$ cat src/rtl/coin_score_if.sv
// Bundle between the coin collision instances and coin_score_tracker.
// The master side drives coin visibility and game events; the slave (tracker) drives score/status.
interface coin_score_if #(
    parameter int NUM_COINS = 4,
    parameter int SCORE_W   = 16
);
    localparam int CNT_W = $clog2(NUM_COINS + 1);

    logic [NUM_COINS-1:0] coin_visible_in;
    logic                 coins_loaded;
    logic                 pac_killed;

    logic [SCORE_W-1:0]   score;
    logic [CNT_W-1:0]     coins_left;
    logic [1:0]           lives;
    logic                 coin_eaten;
    logic                 level_clear;
    logic                 board_reset;
    logic                 game_over;

    modport master (
        output coin_visible_in, coins_loaded, pac_killed,
        input  score, coins_left, lives, coin_eaten, level_clear, board_reset, game_over
    );

    modport slave (
        input  coin_visible_in, coins_loaded, pac_killed,
        output score, coins_left, lives, coin_eaten, level_clear, board_reset, game_over
    );
endinterface

$ cat src/rtl/coin_score_tracker.sv
// Scores coin visible->eaten edges, tracks lives/coins and sequences level clear and respawn.
// Optional feature: define COIN_SCORE_BONUS_EN to add LEVEL_BONUS on entry to the level-clear pause.
module coin_score_tracker #(
    parameter int NUM_COINS   = 4,
    parameter int COIN_POINTS = 10,
    parameter int SCORE_W     = 16,
    parameter int LIVES       = 3,
    parameter int CLEAR_HOLD  = 1024,
    parameter int LEVEL_BONUS = 100
) (
    input  logic         clk,
    input  logic         reset,
    coin_score_if.slave  bus
);
    localparam int CNT_W  = $clog2(NUM_COINS + 1);
    localparam int ACC_W  = SCORE_W + 8;
    localparam int HOLD_W = $clog2(CLEAR_HOLD + 1);

    localparam logic [ACC_W-1:0]  SCORE_MAX = {{8{1'b0}}, {SCORE_W{1'b1}}};
    localparam logic [ACC_W-1:0]  POINTS    = ACC_W'(COIN_POINTS);
    localparam logic [HOLD_W-1:0] HOLD_LAST = HOLD_W'(CLEAR_HOLD);

    typedef enum logic [2:0] {
        S_IDLE,
        S_PLAY,
        S_CLEAR,
        S_RESPAWN,
        S_OVER
    } state_t;

    state_t               state_q, state_d;
    logic [NUM_COINS-1:0] vis_q;
    logic                 kill_q;
    logic [SCORE_W-1:0]   score_q, score_d;
    logic [1:0]           lives_q, lives_d;
    logic [CNT_W-1:0]     coins_left_q;
    logic [HOLD_W-1:0]    hold_q, hold_d;
    logic                 coin_eaten_q, coin_eaten_d;
    logic                 level_clear_q, level_clear_d;
    logic                 board_reset_q, board_reset_d;

    logic [NUM_COINS-1:0] eaten;
    logic [CNT_W-1:0]     n_eaten;
    logic [ACC_W-1:0]     coin_inc;
    logic                 kill_edge;
    logic                 last_life_lost;
    logic                 board_empty;

    function automatic logic [CNT_W-1:0] popcount(input logic [NUM_COINS-1:0] v);
        logic [CNT_W-1:0] c;
        c = '0;
        for (int i = 0; i < NUM_COINS; i++) begin
            c = c + CNT_W'(v[i]);
        end
        return c;
    endfunction

    // Widened add so the carry is visible, then clamp instead of wrapping.
    function automatic logic [SCORE_W-1:0] sat_add(input logic [SCORE_W-1:0] base,
                                                   input logic [ACC_W-1:0]   inc);
        logic [ACC_W-1:0] sum;
        sum = ACC_W'(base) + inc;
        return (sum > SCORE_MAX) ? {SCORE_W{1'b1}} : sum[SCORE_W-1:0];
    endfunction

    for (genvar gi = 0; gi < NUM_COINS; gi++) begin : g_eaten
        assign eaten[gi] = vis_q[gi] & ~bus.coin_visible_in[gi];
    end

    assign n_eaten        = popcount(eaten);
    assign coin_inc       = ACC_W'(n_eaten) * POINTS;
    assign kill_edge      = bus.pac_killed & ~kill_q;
    assign last_life_lost = kill_edge && (lives_q <= 2'd1);
    assign board_empty    = (bus.coin_visible_in == '0);

    always_ff @(posedge clk or negedge reset) begin
        if (!reset) begin
            state_q       <= S_IDLE;
            vis_q         <= '0;
            kill_q        <= 1'b0;
            score_q       <= '0;
            lives_q       <= 2'(LIVES);
            coins_left_q  <= '0;
            hold_q        <= '0;
            coin_eaten_q  <= 1'b0;
            level_clear_q <= 1'b0;
            board_reset_q <= 1'b0;
        end else begin
            state_q       <= state_d;
            vis_q         <= bus.coin_visible_in;
            kill_q        <= bus.pac_killed;
            score_q       <= score_d;
            lives_q       <= lives_d;
            coins_left_q  <= popcount(bus.coin_visible_in);
            hold_q        <= hold_d;
            coin_eaten_q  <= coin_eaten_d;
            level_clear_q <= level_clear_d;
            board_reset_q <= board_reset_d;
        end
    end

    always_comb begin
        state_d = state_q;
        case (state_q)
            S_IDLE: begin
                if (bus.coins_loaded && (&bus.coin_visible_in)) begin
                    state_d = S_PLAY;
                end
            end
            S_PLAY: begin
                // A final kill outranks clearing the board in the same cycle.
                if (last_life_lost) begin
                    state_d = S_OVER;
                end else if (board_empty) begin
                    state_d = S_CLEAR;
                end
            end
            S_CLEAR: begin
                if (hold_q == HOLD_LAST) begin
                    state_d = S_RESPAWN;
                end
            end
            S_RESPAWN: state_d = S_IDLE;
            S_OVER:    state_d = S_OVER;
            default:   state_d = S_IDLE;
        endcase
    end

    always_comb begin
        score_d       = score_q;
        lives_d       = lives_q;
        hold_d        = hold_q;
        coin_eaten_d  = 1'b0;
        level_clear_d = 1'b0;
        board_reset_d = 1'b0;
        case (state_q)
            S_PLAY: begin
                if (n_eaten != '0) begin
                    score_d      = sat_add(score_q, coin_inc);
                    coin_eaten_d = 1'b1;
                end
                if (kill_edge && (lives_q != 2'd0)) begin
                    lives_d = lives_q - 2'd1;
                end
                if (state_d == S_CLEAR) begin
                    level_clear_d = 1'b1;
                    hold_d        = '0;
                end
            end
            S_CLEAR: begin
`ifdef COIN_SCORE_BONUS_EN
                if (level_clear_q) begin
                    score_d = sat_add(score_q, ACC_W'(LEVEL_BONUS));
                end
`endif
                if (state_d == S_RESPAWN) begin
                    board_reset_d = 1'b1;
                end else begin
                    hold_d = hold_q + 1'b1;
                end
            end
            S_RESPAWN: hold_d = '0;
            default: ;
        endcase
    end

    assign bus.score       = score_q;
    assign bus.lives       = lives_q;
    assign bus.coins_left  = coins_left_q;
    assign bus.coin_eaten  = coin_eaten_q;
    assign bus.level_clear = level_clear_q;
    assign bus.board_reset = board_reset_q;
    assign bus.game_over   = (state_q == S_OVER);
endmodule
$ cat src/flat_wrapper.sv
// flat-port wrapper written by rule: the top's interface ports become plain ports
module coin_score_tracker_flat 
#(
    parameter int NUM_COINS   = 4,
    parameter int COIN_POINTS = 10,
    parameter int SCORE_W     = 16,
    parameter int LIVES       = 3,
    parameter int CLEAR_HOLD  = 1024,
    parameter int LEVEL_BONUS = 100
)
  (clk, reset, bus_coin_visible_in, bus_coins_loaded, bus_pac_killed, bus_score, bus_coins_left, bus_lives, bus_coin_eaten, bus_level_clear, bus_board_reset, bus_game_over);
  coin_score_if #(.NUM_COINS(NUM_COINS), .SCORE_W(SCORE_W)) bus_i ();
  input  logic clk;
  input  logic reset;
  input wire logic [$bits(bus_i.coin_visible_in)-1:0] bus_coin_visible_in;
  input wire logic [$bits(bus_i.coins_loaded)-1:0] bus_coins_loaded;
  input wire logic [$bits(bus_i.pac_killed)-1:0] bus_pac_killed;
  output wire logic [$bits(bus_i.score)-1:0] bus_score;
  output wire logic [$bits(bus_i.coins_left)-1:0] bus_coins_left;
  output wire logic [$bits(bus_i.lives)-1:0] bus_lives;
  output wire logic [$bits(bus_i.coin_eaten)-1:0] bus_coin_eaten;
  output wire logic [$bits(bus_i.level_clear)-1:0] bus_level_clear;
  output wire logic [$bits(bus_i.board_reset)-1:0] bus_board_reset;
  output wire logic [$bits(bus_i.game_over)-1:0] bus_game_over;
  assign bus_i.coin_visible_in = bus_coin_visible_in;
  assign bus_i.coins_loaded = bus_coins_loaded;
  assign bus_i.pac_killed = bus_pac_killed;
  assign bus_score = bus_i.score;
  assign bus_coins_left = bus_i.coins_left;
  assign bus_lives = bus_i.lives;
  assign bus_coin_eaten = bus_i.coin_eaten;
  assign bus_level_clear = bus_i.level_clear;
  assign bus_board_reset = bus_i.board_reset;
  assign bus_game_over = bus_i.game_over;
  coin_score_tracker #(.NUM_COINS(NUM_COINS), .COIN_POINTS(COIN_POINTS), .SCORE_W(SCORE_W), .LIVES(LIVES), .CLEAR_HOLD(CLEAR_HOLD), .LEVEL_BONUS(LEVEL_BONUS)) u_core (.clk(clk), .reset(reset), .bus(bus_i));
endmodule
$ cat config.mk
export PLATFORM = sky130hd
export DESIGN_NAME = coin_score_tracker_flat
export DESIGN_NICKNAME = d
export VERILOG_FILES = /design/src/rtl/coin_score_if.sv /design/src/rtl/coin_score_tracker.sv /design/src/flat_wrapper.sv
export SDC_FILE = /design/constraint.sdc
export NUM_CORES = 1
export LEC_CHECK = 0
export ABC_AREA = 1
export CAP_MARGIN = 25
export CORE_UTILIZATION = 50
export CTS_CLUSTER_DIAMETER = 120
export DETAILED_ROUTE_END_ITERATION = 16
export PLACE_DENSITY_LB_ADDON = 0.2
export SYNTH_ARGS = -nofsm -noshare
export SYNTH_HDL_FRONTEND = slang
export SYNTH_SLANG_ARGS = --single-unit
$ cat constraint.sdc
create_clock -name clk -period 3 [get_ports clk]
set_clock_uncertainty 0.1 [all_clocks]
set_input_delay 0.6 -clock clk [delete_from_list [all_inputs] [get_ports clk]]
set_output_delay 0.6 -clock clk [all_outputs]
set_load 0.01 [all_outputs]
==> qor.txt <==
Final min period -> 2.90 ns
final worst-path cycle share -> 96.6%
final worst slack -> 0.102 ns
Crit Path Max Fanout -> 5
vias in the first global route -> 2100
final setup vio count -> 0
crit end category -> flip-flop
area taken by multi-input logic gates -> 0.00141 mm²
syn_nets -> 349
Area Growth Syn to Fin -> 30.6%
worst slew pin tran -> 0.542 ns
Post-Syn Area per Cell -> 8.01 µm²
port bufs -> 32
1st-pass router iterations -> 4
most common flop cell mapped by yosys -> dfrtp_1
initial drt markers -> 101
CTS clk-pin slew, worst paths -> 0.09 ns
Clk pwr share -> 19.1%
post-CTS setup buffer count -> 0
most common cell after layout, fill and taps aside -> nand2_1
post-DR vias/cell -> 4.92
Psw -> 0.757 mW
Worst Path Buf+Inv -> 3
root buf cell -> clkbuf_8
CP max stage delay -> 0.38 ns
Layout Utilization -> 69.5%
CP delay by family, top -> adder cells
post-route ant nets -> 0
Die Ht -> 73.6 µm
critical path startpoint category -> primary input
fmax -> 345 MHz
number of synthesized flops with an enable pin -> 0
WL/cell -> 11.8 µm
pwr dens -> 616 mW/mm²
CTS buffer count -> 5
P_int -> 1.31 mW
mux contribution to synthesized area -> 0%
max-cap violations -> 0
Reg power frac -> 39.7%
Cell Chain, Critical Path -> buf_2 -> nor2_4 -> ha_4 -> fa_2 -> ha_4 -> ha_4 -> ha_4 -> nand2_2 -> inv_2 -> ha_4 -> inv_2 -> o21bai_1 -> a21oi_2 -> a21boi_2 -> nand2_1 -> nand2_1 -> nand3_2
LEAKAGE -> 1.64 nW
crit path kind -> in -> reg
initial antenna violation count -> 0
final wirelength -> 5.23 mm
Post-CTS Hold Buffers -> 0
CTS Sinks -> 43
CTS Buffer Depth -> 2
Most common cell on crit path -> ha_4
final hold vios -> 0
first-pass GRT wire length -> 9.00 mm
Mapped Cells -> 320
commonest non-fill, non-tap cells in the layout -> 64 x nand2_1, 44 x inv_1, 41 x dfrtp_1
setup TNS -> 0 ns
Worst Path Arrival -> 2.99 ns
core area -> 0.00482 mm²
Die ar. -> 0.00542 mm²
type of the worst min-delay path -> in -> async
CTS tree -> done
sw frac -> 36.7%
Synth Area in Compound Gates -> 4.78%
FF+latch count, synth -> 43
DRC viols -> 0
Hold Slack -> 0.177 ns
FILL cells -> 403
RSZ-0062 raised after global routing -> true
sequential share of the synthesized area -> 42.1%
via count -> 2186
Tot GR Track Use -> 22.0%
Gate power share -> 41.2%
Die Wd -> 73.6 µm
row count -> 25
adder-cell area share of the yosys netlist -> 11.1%
Worst slew margin -> 63.9%
design area -> 0.00335 mm²
IO Count -> 33
peak supply drop -> 0.449 mV
worst slack, placed -> -0.650 ns
Worst path slowest cell -> fa_2
Tot Pwr -> 2.06 mW
pin count of the biggest net entering global routing -> 44
mapped cell area -> 0.00256 mm²
largest family of logic cells by synthesized area -> simple AND/OR/NAND/NOR gates
H-Tree Depth -> 2
Synth Area in Simple Gates -> 31.4%
fin cells -> 444
asr flop ratio synth -> 100%
clk_lat worst skew -> 0.30 ns
status -> finished clean
grt total ovfl -> 0
Slew Limit Fails -> 0
area post-placement -> 0.00320 mm²
CP required -> 3.09 ns
register area -> 0.00108 mm²
xor-xnor portion of the synthesized cell area -> 2.05%
Post-Place Cells -> 435
layout cells sized above 1 -> 21.8%
synth unique cells -> 30
fin nets -> 405
# diodes -> 0
HPWL Detailed -> 4.00 mm
initial core utilization -> 53.2%
routability cong. -> 0.845
YS warnings -> 0
registers in the layout, indices dropped and copies added (netlist names):
name                    count
u_core.bus.score           16
u_core.hold_q              11
u_core.vis_q                4
u_core.bus.coins_left       3
u_core.state_q              3
u_core.bus.lives            2
u_core.bus.board_reset      1
u_core.bus.coin_eaten       1
u_core.bus.level_clear      1
u_core.kill_q               1
area by class of cell:
class                      instances  share of cell area [%]
clock buffer                       6                    2.47
clock inverter                     2                   0.486
inverter                          52                    5.90
multi-input combinational        222                    42.0
sequential                        43                    32.2
tap                               67                    2.50
timing repair buffer              52                    14.5
timing repair:
action | in CTS | in global routing
gates resized for setup | 14 | 8
pin swaps | 6 | 12
setup endpoints to repair | 16 | 15
hold endpoints to repair | 0 | 0
layer usage:
metal | wire [µm] | track usage (%)
met5 | 0 | 0
met4 | 31 | 8.33
met3 | 164 | 5.21
met2 | 2670 | 38.1
met1 | 2360 | 26.5
power by group through the flow:
stage	Clock, mW	Sequential, mW	Combinational [mW]
2_1_floorplan	0	0.834	0.473
3_3_place_gp	0	0.827	0.805
3_5_place_dp	0	0.830	0.828
4_1_cts	0.411	0.821	0.850
5_1_grt	0.435	0.840	0.958
6_report	0.394	0.819	0.849
kinds of logic (layout without fill, tap and decap cells):
kind of cell / after synthesis / in the layout
compound gates: 20 / 20
xor+xnor: 6 / 6
fa+ha+maj: 21 / 21
buf+inv: 55 / 112
flops: 43 / 43
simple gates: 175 / 175
cell usage after synthesis (all sizes together) (2+ instances only):
master | number | area [µm²]
nand2 | 83 | 349
inv | 52 | 198
dfrtp | 41 | 1030
nand3 | 37 | 185
nor2 | 36 | 155
ha | 18 | 225
nor3 | 9 | 50.1
o21ai | 7 | 35.0
nand4 | 6 | 37.5
xor2 | 6 | 52.6
a31oi | 3 | 18.8
buf | 3 | 21.3
fa | 3 | 60.1
nand3b | 3 | 22.5
o21bai | 3 | 22.5
a21oi | 2 | 10.0
dfstp | 2 | 52.6
path summary, 6_finish.rpt:
check	startpoint	to	slack, ns	depth (start not counted)
min	reset	u_core.bus.score[6]	0.18	1
min reg2reg	u_core.bus.score[0]	u_core.bus.score[0]	0.37	2
max	bus_coin_visible_in[1]	u_core.bus.score[15]	0.10	17
min in group clk	u_core.bus.score[0]	u_core.bus.score[0]	0.37	2
max in group asynchronous	reset	u_core.bus.lives[0]	2.05	2
max reg2reg	u_core.vis_q[0]	u_core.bus.score[15]	0.13	17
(Power assumes the default switching activity.)
